**src/rtl/ahb_lite_pkg.sv**
```systemverilog
// Shared AHB-Lite encodings, timer register offsets and byte-lane helper.
package ahb_lite_pkg;

  typedef enum logic [1:0] {
    HTRANS_IDLE   = 2'b00,
    HTRANS_BUSY   = 2'b01,
    HTRANS_NONSEQ = 2'b10,
    HTRANS_SEQ    = 2'b11
  } htrans_e;

  typedef enum logic [2:0] {
    HSIZE_BYTE  = 3'd0,
    HSIZE_HALF  = 3'd1,
    HSIZE_WORD  = 3'd2,
    HSIZE_DWORD = 3'd3
  } hsize_e;

  localparam logic [11:0] TMR_CTRL     = 12'h000;
  localparam logic [11:0] TMR_PRESCALE = 12'h008;
  localparam logic [11:0] TMR_COUNT    = 12'h010;
  localparam logic [11:0] TMR_COMPARE  = 12'h018;
  localparam logic [11:0] TMR_STATUS   = 12'h020;

  localparam int CTRL_EN          = 0;
  localparam int CTRL_IRQ_EN      = 1;
  localparam int CTRL_AUTO_RELOAD = 2;

  // Lanes touched by a transfer; anything reaching past byte 7 (misaligned or
  // oversize) is simply cut off at the top of the dword.
  function automatic logic [7:0] lane_mask(input logic [2:0] size,
                                           input logic [2:0] offset);
    logic [15:0] base;
    case (size)
      3'd0:    base = 16'h0001;
      3'd1:    base = 16'h0003;
      3'd2:    base = 16'h000F;
      default: base = 16'h00FF;
    endcase
    lane_mask = 8'(base << offset);
  endfunction

endpackage

```
**src/rtl/ahb_lite_slave_if.sv**
```systemverilog
// Generic AHB-Lite slave front end: captures the address phase and presents
// data-phase strobes, register offset and byte-lane mask to the register file.
module ahb_lite_slave_if
  import ahb_lite_pkg::*;
#(
  parameter int HADDR_WIDTH = 32
) (
  input  logic                   clk,
  input  logic                   reset,
  input  logic                   HSEL,
  input  logic                   HREADY,
  input  logic [1:0]             HTRANS,
  input  logic [HADDR_WIDTH-1:0] HADDR,
  input  logic [2:0]             HSIZE,
  input  logic                   HWRITE,
  output logic                   wr_en,
  output logic                   rd_en,
  output logic [11:0]            reg_addr,
  output logic [7:0]             byte_mask
);

  logic        acc;
  logic        valid_p1;
  logic        write_p1;
  logic [11:0] addr_p1;
  logic [2:0]  size_p1;

  // The decoder owns the upper address bits; HTRANS[0] only separates NONSEQ/SEQ.
  logic unused_bits;
  assign unused_bits = ^{HADDR[HADDR_WIDTH-1:12], HTRANS[0]};

  assign acc = HSEL & HREADY & HTRANS[1];

  // Address phase -> data phase register
  always_ff @(posedge clk) begin
    if (reset) begin
      valid_p1 <= 1'b0;
      write_p1 <= 1'b0;
      addr_p1  <= '0;
      size_p1  <= '0;
    end else begin
      valid_p1 <= acc;
      if (acc) begin
        write_p1 <= HWRITE;
        addr_p1  <= HADDR[11:0];
        size_p1  <= HSIZE;
      end
    end
  end

  assign wr_en     = valid_p1 & write_p1;
  assign rd_en     = valid_p1 & ~write_p1;
  assign reg_addr  = addr_p1;
  assign byte_mask = lane_mask(size_p1, addr_p1[2:0]);

endmodule

```
**src/rtl/ahb_lite_timer.sv**
```systemverilog
// AHB-Lite 64-bit free-running timer with prescaler, compare match,
// auto-reload and a level interrupt.
module ahb_lite_timer
  import ahb_lite_pkg::*;
#(
  parameter int HADDR_WIDTH    = 32,
  parameter int HDATA_WIDTH    = 64,
  parameter int PRESCALE_WIDTH = 16
) (
  input  logic                   clk,
  input  logic                   reset,
  input  logic [HADDR_WIDTH-1:0] HADDR,
  input  logic [1:0]             HTRANS,
  input  logic [2:0]             HSIZE,
  input  logic                   HWRITE,
  input  logic [HDATA_WIDTH-1:0] HWDATA,
  output logic [HDATA_WIDTH-1:0] HRDATA,
  input  logic                   HREADY,
  output logic                   HRESP,
  input  logic                   HSEL,
  output logic                   HREADYOUT,
  output logic                   timer_irq
);

  localparam logic [8:0] IDX_CTRL     = TMR_CTRL[11:3];
  localparam logic [8:0] IDX_PRESCALE = TMR_PRESCALE[11:3];
  localparam logic [8:0] IDX_COUNT    = TMR_COUNT[11:3];
  localparam logic [8:0] IDX_COMPARE  = TMR_COMPARE[11:3];
  localparam logic [8:0] IDX_STATUS   = TMR_STATUS[11:3];

  logic                      wr_en;
  logic                      rd_en;
  logic [11:0]               reg_addr;
  logic [7:0]                byte_mask;

  logic [2:0]                ctrl;
  logic [PRESCALE_WIDTH-1:0] prescale;
  logic [PRESCALE_WIDTH-1:0] pdiv;
  logic [63:0]               count;
  logic [63:0]               compare;
  logic                      match;

  logic                      wr_ctrl, wr_prescale, wr_count, wr_compare, wr_status;
  logic [2:0]                ctrl_wr;
  logic [PRESCALE_WIDTH-1:0] prescale_wr;
  logic [63:0]               count_wr, compare_wr;
  logic                      tick, at_compare, status_clear;

  // Only dword-granular offsets are decoded; the low bits are folded into byte_mask.
  logic unused_bits;
  assign unused_bits = ^reg_addr[2:0];

  function automatic logic [63:0] merge_bytes(input logic [63:0] cur,
                                              input logic [63:0] wdata,
                                              input logic [7:0]  mask);
    logic [63:0] res;
    res = cur;
    for (int b = 0; b < 8; b++) begin
      if (mask[b]) res[8*b +: 8] = wdata[8*b +: 8];
    end
    return res;
  endfunction

  ahb_lite_slave_if #(
    .HADDR_WIDTH(HADDR_WIDTH)
  ) u_if (
    .clk      (clk),
    .reset    (reset),
    .HSEL     (HSEL),
    .HREADY   (HREADY),
    .HTRANS   (HTRANS),
    .HADDR    (HADDR),
    .HSIZE    (HSIZE),
    .HWRITE   (HWRITE),
    .wr_en    (wr_en),
    .rd_en    (rd_en),
    .reg_addr (reg_addr),
    .byte_mask(byte_mask)
  );

  assign wr_ctrl      = wr_en && (reg_addr[11:3] == IDX_CTRL);
  assign wr_prescale  = wr_en && (reg_addr[11:3] == IDX_PRESCALE);
  assign wr_count     = wr_en && (reg_addr[11:3] == IDX_COUNT);
  assign wr_compare   = wr_en && (reg_addr[11:3] == IDX_COMPARE);
  assign wr_status    = wr_en && (reg_addr[11:3] == IDX_STATUS);
  assign status_clear = wr_status && byte_mask[0] && HWDATA[0];

  assign tick       = ctrl[CTRL_EN] && (pdiv == prescale);
  assign at_compare = (count == compare);

  // Byte-merged write values for each register
  always_comb begin
    ctrl_wr     = 3'(merge_bytes({61'd0, ctrl}, HWDATA, byte_mask));
    prescale_wr = PRESCALE_WIDTH'(merge_bytes({{(64-PRESCALE_WIDTH){1'b0}}, prescale},
                                              HWDATA, byte_mask));
    count_wr    = merge_bytes(count, HWDATA, byte_mask);
    compare_wr  = merge_bytes(compare, HWDATA, byte_mask);
  end

  // Software-only configuration registers
  always_ff @(posedge clk) begin
    if (reset) begin
      ctrl     <= '0;
      prescale <= '0;
      compare  <= '0;
    end else begin
      if (wr_ctrl)     ctrl     <= ctrl_wr;
      if (wr_prescale) prescale <= prescale_wr;
      if (wr_compare)  compare  <= compare_wr;
    end
  end

  // Prescaler divider; reconfiguring restarts the current period
  always_ff @(posedge clk) begin
    if (reset)                      pdiv <= '0;
    else if (wr_ctrl || wr_prescale) pdiv <= '0;
    else if (tick)                  pdiv <= '0;
    else if (ctrl[CTRL_EN])         pdiv <= pdiv + PRESCALE_WIDTH'(1);
    else                            pdiv <= '0;
  end

  // Counter; a bus write wins over the tick and drops that increment
  always_ff @(posedge clk) begin
    if (reset)        count <= '0;
    else if (wr_count) count <= count_wr;
    else if (tick) begin
      if (ctrl[CTRL_AUTO_RELOAD] && at_compare) count <= '0;
      else                                      count <= count + 64'd1;
    end
  end

  // Match flag; a fresh hardware match beats a simultaneous W1C
  always_ff @(posedge clk) begin
    if (reset)                   match <= 1'b0;
    else if (tick && at_compare) match <= 1'b1;
    else if (status_clear)       match <= 1'b0;
  end

  // Data-phase read mux from the registered offset
  always_comb begin
    HRDATA = '0;
    if (rd_en) begin
      case (reg_addr[11:3])
        IDX_CTRL:     HRDATA = {61'd0, ctrl};
        IDX_PRESCALE: HRDATA = {{(64-PRESCALE_WIDTH){1'b0}}, prescale};
        IDX_COUNT:    HRDATA = count;
        IDX_COMPARE:  HRDATA = compare;
        IDX_STATUS:   HRDATA = {63'd0, match};
        default:      HRDATA = '0;
      endcase
    end
  end

  assign timer_irq = match & ctrl[CTRL_IRQ_EN];
  assign HREADYOUT = 1'b1;
  assign HRESP     = 1'b0;

endmodule

```
**config.mk**
```make
export PLATFORM = sky130hd
export DESIGN_NAME = ahb_lite_timer
export DESIGN_NICKNAME = d
export VERILOG_FILES = /design/src/rtl/ahb_lite_pkg.sv /design/src/rtl/ahb_lite_slave_if.sv /design/src/rtl/ahb_lite_timer.sv
export SDC_FILE = /design/constraint.sdc
export NUM_CORES = 1
export LEC_CHECK = 0
export CORE_UTILIZATION = 29
export CTS_CLUSTER_DIAMETER = 100
export CTS_CLUSTER_SIZE = 28
export DETAILED_ROUTE_END_ITERATION = 8
export GPL_TIMING_DRIVEN = 0
export PLACE_DENSITY = 0.53
export SYNTH_ARGS = -nofsm -noshare
export SYNTH_HDL_FRONTEND = slang
export SYNTH_HIERARCHICAL = 1
export SYNTH_SLANG_ARGS = --single-unit
```
**constraint.sdc**
```tcl
create_clock -name clk -period 3.2 [get_ports clk]
set_input_delay 0.64 -clock clk [delete_from_list [all_inputs] [get_ports clk]]
set_output_delay 0.64 -clock clk [all_outputs]
set_load 0.03 [all_outputs]
```
==> results of run 1 <==
-- power breakdown --
group          internal [W]  switching [W]  leakage, nW
Sequential          0.00226     0.00000792         1.46
Combinational      0.000171       0.000221         4.37
Clock               0.00144       0.000982        0.320
-- worst register-to-register path, stage by stage (launching register included) --
cell	delay (ns)
dfxtp_1	0.61
xor2_1	0.55
nor4_1	0.13
nand4_1	0.22
nor4_4	0.08
a21oi_1	0.34
clkbuf_1	0.71
nand2_1	0.16
a211oi_1	0.25
-- final cells by class --
cell class | instances | share of cell area (%)
sequential | 181 | 25.11
inverter | 17 | 0.4421
tap | 518 | 4.490
timing repair buffer | 162 | 10.03
clock buffer | 22 | 3.285
buffer | 122 | 5.114
multi-input combinational | 1142 | 50.33
clock inverter | 9 | 1.205
-- registers in the layout, summed over array words and instances, names as in the netlist --
| name | cells |
|---|---|
| u_if/valid_p1 | 1 |
| u_if/reg_addr | 12 |
| pdiv | 16 |
| match | 1 |
| u_if/size_p1 | 3 |
| ctrl | 3 |
| prescale | 16 |
| count | 64 |
| compare | 64 |
| u_if/write_p1 | 1 |
-- layer usage --
layer / GRT usage, % / vias to the layer above / part of all wire [%]
met3: 4.979 / 123 / 7.0
met4: 10.88 / 0 / 4.4
met2: 40.04 / 522 / 45
met1: 32.64 / 5787 / 43
met5: 0 / - / 0
li1: - / 5619 / -
-- final timing paths --
path	slack (ns)	cells after the start	to
hold / removal	0.46	2	u_if/reg_addr[8]
setup / recovery	-0.04	9	HRDATA[44]
setup reg to reg	0.05	8	count[31]
hold reg to reg	0.46	2	u_if/reg_addr[8]
-- placed cells by master (no fill, tap or decap), types with 6 or more instances in the layout --
| cell | instances |
|---|---|
| nor3_1 | 39 |
| a22oi_2 | 8 |
| mux2i_1 | 75 |
| o21ai_0 | 33 |
| a32o_1 | 6 |
| nor2b_1 | 8 |
| xnor2_1 | 9 |
| clkbuf_1 | 46 |
| nand2_1 | 150 |
| nor2_1 | 225 |
| dfxtp_1 | 180 |
| a22oi_1 | 59 |
| inv_1 | 17 |
| buf_6 | 7 |
| o31ai_1 | 20 |
| nand3_1 | 42 |
| clkbuf_2 | 20 |
| a21oi_1 | 105 |
| and3_1 | 23 |
| buf_2 | 53 |
| a211oi_1 | 26 |
| nor3_4 | 6 |
| o2bb2ai_1 | 6 |
| mux2_2 | 15 |
| buf_4 | 43 |
| clkbuf_8 | 7 |
| a22o_1 | 8 |
| clkbuf_4 | 10 |
| nand4_1 | 33 |
| o211ai_1 | 11 |
| clkdlybuf4s50_1 | 85 |
| or3_1 | 7 |
| clkbuf_16 | 19 |
| xor2_1 | 91 |
| nor4_1 | 25 |
-- kinds of logic (layout without fill, tap and decap cells) --
logic type / Yosys count / count (layout)
AOI/OAI and AO/OA: 341 / 341
xor gates and xnor gates: 100 / 100
adders and majority gates: 2 / 2
buffers and inverters: 142 / 332
DFF: 181 / 181
muxes: 92 / 92
other: 2 / 2
and+or+nand+nor: 605 / 605
-- repair_timing --
item	4_1_cts	5_1_grt
pin swaps	7	9
endpoints found under the setup margin	128	124
buffers inserted	7	3
resized for setup	355	63
gates cloned	3	0
-- metrics by stage --
stage	setup WS [ns]	hold WS, ns
2_1_floorplan	0.2878	0.4308
5_1_grt	-0.08943	0.4804
3_5_place_dp	-0.8865	0.4460
4_1_cts	-0.03521	0.4598
3_3_place_gp	-0.8976	0.4428
6_report	-0.03813	0.4641
==> key figures, run 1 <==
Floorplan
  – Die Ht: 200.1 um
  – Row cnt: 72
  – Die X: 200.1 um
  – Ports: 173
  – Die area: 0.04005 mm2
  – Initial Utilization: 29.45%
  – Total core area: 0.03865 mm2

Routing
  – WL final: 50,690 um
  – Wirelength per Cell: 23.33 um
  – Routed via count divided by cell count: 5.546
  – DR iter-0 viols: 1,292
  – 1st-pass router iterations: 6
  – DR vias: 12,050
  – Final ANT Viol Nets: 0
  – DRC viols: 0

Placement
  – PortBufs: 149
  – DP Area: 0.01352 mm2
  – Cell count after placement: 2,132
  – DP HPWL: 38,270 um
  – GP Congestion: 0.9815

Synth
  – Synth Cell Area: 0.01138 mm2
  – Mux share of post-synthesis cell area: 8.475%
  – Post-synthesis xor/xnor area fraction: 7.695%
  – Area fraction in compound gates after synthesis: 20.37%
  – Cell variety after synth: 87
  – Synth warn: 6
  – Syn Area/Cell: 7.769 um2
  – Top-count cell post-synth: nor2_1
  – Async set-reset flop share out of synthesis: 0%
  – Post-synth EDFFs: 0
  – Post-synth top cells: 227 x nor2_1, 181 x dfxtp_1, 151 x nand2_1
  – Main combinational cell family by area after synthesis: simple AND/OR/NAND/NOR gates
  – Predominant post-synthesis flop cell: dfxtp_1
  – Syn Inst Count: 1,465
  – Synth area leader: dfxtp_1
  – Synth Area in Adders: 0.2199%
  – Sequential cell area fraction in the yosys report: 31.83%
  – Synth area leaders: dfxtp_1 32%, nor2_1 7.5%, xor2_1 7.0%, mux2i_1 6.6%, nand2_1 5.0%
  – Share of the synthesized area in the top cell type: 31.83%
  – Simple-gate share of the synthesized area: 25.74%
  – Flops & latches, synth: 181
  – Mapped Nets: 1,573

Cells and area
  – # diodes: 0
  – Nets: 1,751
  – Synth-to-Final Area Change: 26.82%
  – Final instance area: 0.01444 mm2
  – Final core utilization: 37.35%
  – Fillers: 4,041
  – Layout cells sized above 1: 15.29%
  – Final Non-Filler Cells: 2,173
  – Multi-input logic area: 0.007264 mm2
  – Register area: 0.003625 mm2

Global route
  – First-pass GRT wire length: 75,310 um
  – Vias in the first global route: 11,600
  – Gr ovfl total: 0
  – Largest net degree at the start of global routing: 17
  – GRT Total Usage: 25.06%
  – Antenna violations before repair: 0

Worst setup path
  – Startpoint types: register
  – Worst path most repeated cell: buf_6
  – Worst-path cell chain: or4_4 > nor2b_4 > buf_6 > and2_4 > buf_16 > buf_8 > a22oi_2 > nor2_2 > buf_6
  – Crit Path Max Fanout: 6
  – Crit path capture type: primary output
  – CP max stage delay: 0.58 ns
  – Worst EP required: 2.56 ns
  – Crit-path slowest cell: or4_4
  – Buf+Inv Stages, Crit Path: 4
  – CP Data Arrival Time: 2.60 ns
  – CP startpoint: u_if/reg_addr[10]
  – Top Family by Delay on Critical Path: simple AND/OR/NAND/NOR gates
  – Setup Crit Path Kind: register to primary output
  – Worst r2r src: count[14]

Clock network
  – Longest Clk Path Bufs: 2
  – Worst-path clk slew: 0.06 ns
  – Clk_lat worst skew: 0.47 ns
  – Cts hold-fix bufs: 0
  – Clk sinks: 181
  – Clock Root Buffer: clkbuf_16
  – H-tree depth: 4
  – CTS tree: built
  – CTS Buf Count: 17

Run status
  – Violated checks: negative setup slack
  – Outcome: finished with violations

STA
  – RSZ-0062 raised after global routing: yes
  – Final Hold Viols: 0
  – Max-slew violations: 0
  – Clock skew: 0.01341 ns
  – Final worst-path cycle share: 101.2%
  – Tightest Pin Transition: 1.144 ns
  – Slew Limit Headroom: 23.18%
  – Final WS setup: -0.03813 ns
  – Minimum clock period: 3.238 ns
  – # setup viols final: 7
  – Setup tns final: -0.06547 ns
  – Fmax: 0.3088 GHz

Power and ir drop
  – Worst vdd ir: 0.4239 mV
  – PD cells: 352.1 mW/mm2
  – Lkg Pwr: 6.144 nW
  – Tot Pwr: 0.005083 W

Worst hold path
  – Min-Delay Path Class: register to register
  – Worst Hold Launch: u_if/reg_addr[8]

Job
  – Max-cap violations: 0
Power figures use the tool's default switching activity.
==> run 2, diff against run 1 <==
--- a/config.mk
+++ b/config.mk
@@ -6,11 +6,11 @@
 export NUM_CORES = 1
 export LEC_CHECK = 0
 export CORE_UTILIZATION = 29
-export CTS_CLUSTER_DIAMETER = 100
 export CTS_CLUSTER_SIZE = 28
 export DETAILED_ROUTE_END_ITERATION = 8
 export GPL_TIMING_DRIVEN = 0
 export PLACE_DENSITY = 0.53
+export SKIP_LAST_GASP = 1
 export SYNTH_ARGS = -nofsm -noshare
 export SYNTH_HDL_FRONTEND = slang
 export SYNTH_HIERARCHICAL = 1
==> run 2 against run 1 <==
The flow still finishes with violations (negative setup slack). Die area stayed put. Cell count hardly changed. Critical endpoint unchanged. Critical path type unchanged. Highest routed layer unchanged. First-iteration DRC count is 3.4% lower. Largest cell class unchanged. Largest power group unchanged.
==> key figures, run 2 (synthesis results as in run 1) <==
STA
  – Final WS setup: -0.04335 ns
  – Final worst-path cycle share: 101.4%
  – Max-slew violations: 0
  – Clock skew: 0.01278 ns
  – # setup viols final: 8
  – RSZ-0062 raised after global routing: yes
  – Slew Limit Headroom: 20.53%
  – Tightest Pin Transition: 1.183 ns
  – Minimum clock period: 3.243 ns
  – Final Hold Viols: 0
  – Fmax: 0.3083 GHz

Global route
  – Vias in the first global route: 11,610
  – GRT Total Usage: 25.05%
  – Largest net degree at the start of global routing: 17
  – Gr ovfl total: 0
  – First-pass GRT wire length: 75,290 um
  – Antenna violations before repair: 0

Cells and area
  – Largest regs: compare x64, count x64
  – Commonest cells after routing, fill and taps aside: 225 x nor2_1, 180 x dfxtp_1, 150 x nand2_1
  – # diodes: 0
  – Register area: 0.003625 mm2
  – Final instance area: 0.01443 mm2
  – Multi-input logic area: 0.007244 mm2
  – Fillers: 4,045
  – Final Non-Filler Cells: 2,174
  – Synth-to-Final Area Change: 26.78%
  – Commonest non-fill, non-tap cell in the layout: nor2_1
  – Nets: 1,752
  – Layout cells sized above 1: 15.10%

Clock network
  – Worst-path clk slew: 0.06 ns
  – Clock Root Buffer: clkbuf_16
  – Longest Clk Path Bufs: 2
  – Clk_lat worst skew: 0.47 ns
  – Cts hold-fix bufs: 0
  – CTS tree: built
  – CTS Buf Count: 17
  – H-tree depth: 4
  – Clk sinks: 181

Job
  – Max-cap violations: 0

Power and ir drop
  – Sw Ratio: 23.71%
  – Int Pwr: 0.003873 W
  – PD cells: 351.8 mW/mm2
  – Seq pwr share: 44.7%
  – Clock share of power: 47.6%
  – Lkg Pwr: 6.154 nW
  – Psw: 0.001203 W
  – Worst vdd ir: 0.4203 mV
  – Comb power frac: 7.8%

Routing
  – DR vias: 12,090
  – WL final: 50,640 um
  – 1st-pass router iterations: 5
  – DRC viols: 0
  – Final ANT Viol Nets: 0
  – Wirelength per Cell: 23.29 um
  – Routed via count divided by cell count: 5.561
  – DR iter-0 viols: 1,248

Floorplan
  – Ports: 173
  – Die X: 200.1 um
  – Total core area: 0.03865 mm2
  – Die Ht: 200.1 um
  – Initial Utilization: 29.45%
  – Die area: 0.04005 mm2
  – Row cnt: 72

Worst setup path
  – Crit path capture type: primary output
  – Setup Crit Path Kind: register to primary output
  – Crit Path Max Fanout: 6
  – Startpoint types: register
  – CP Data Arrival Time: 2.60 ns
  – CP startpoint: u_if/reg_addr[10]
  – Worst r2r src: count[19]
  – Worst EP required: 2.56 ns

Placement
  – DP HPWL: 38,270 um
  – DP Area: 0.01352 mm2
  – GP Congestion: 0.9815
  – Cell count after placement: 2,132
  – PortBufs: 149

Run status
  – Violated checks: negative setup slack
  – Outcome: finished with violations

Worst hold path
  – Worst Hold Launch: u_if/reg_addr[7]
  – Min-Delay Path Class: register to register
[run 2: cell count changes in the layout (fill, tap and decap cells not counted), sizes merged]
cell  previous run  this run
buf            110       111
[run 2: area by class of cell]
cell class	count	area share (%)
buffer	122	5.116
inverter	17	0.4422
clock buffer	22	3.286
sequential	181	25.12
tap	518	4.491
clock inverter	9	1.205
multi-input combinational	1142	50.20
timing repair buffer	163	10.14
[run 2: power groups by stage]
stage,sequential (W),combinational [W],clock [W]
finish,0.00227,0.000394,0.00242
global route,0.00227,0.000410,0.00254
CTS,0.00227,0.000385,0.00244
detailed placement,0.00232,0.000342,0
global placement,0.00232,0.000340,0
floorplan,0.00232,0.000125,0
[run 2: final timing paths]
path / endpoint / slack (ns) / cells after the start
setup / recovery: HRDATA[44] / -0.04 / 9
hold / removal: u_if/reg_addr[7] / 0.46 / 2
setup reg to reg: count[5] / 0.08 / 9
hold reg to reg: u_if/reg_addr[7] / 0.46 / 2
[run 2: worst max-delay path, stage by stage (launching register included)]
cell     delay (ns)
dfxtp_2        0.32
or4_4          0.58
nor2b_4        0.15
buf_6          0.12
and2_4         0.26
buf_16         0.17
buf_8          0.12
a22oi_1        0.07
nor2_2         0.18
buf_6          0.16
[run 2: routing by layer]
layer	vias to the layer above	wire length [um]	GRT usage, %
met1	5792	21660	32.77
met3	112	3835	4.686
met2	567	23060	40.03
met4	0	2092	10.96
met5	-	0	0
li1	5619	-	-
[run 2: repair_timing]
| action | in CTS | in global routing |
|---|---|---|
| setup endpoints to repair | 128 | 124 |
| gates resized for setup | 352 | 59 |
| pin swaps | 7 | 8 |
| endpoints found under the hold margin | 0 | 0 |
| setup buffers | 7 | 4 |
| cloned | 3 | 0 |
[run 2: through the flow]
stage               total power (W)  setup WS (ns)  hold WS, ns  util, %  TNS [ns]
CTS                        0.005091       -0.06994       0.4598    37.13   -0.1112
finish                     0.005076       -0.04335       0.4647    37.34   -0.1540
detailed placement         0.002660        -0.8865       0.4460    34.99    -59.46
floorplan                  0.002440         0.2878       0.4308        -         0
global route               0.005213        -0.1022       0.4804    37.34    -2.145
global placement           0.002658        -0.8976       0.4428    34.99    -56.84
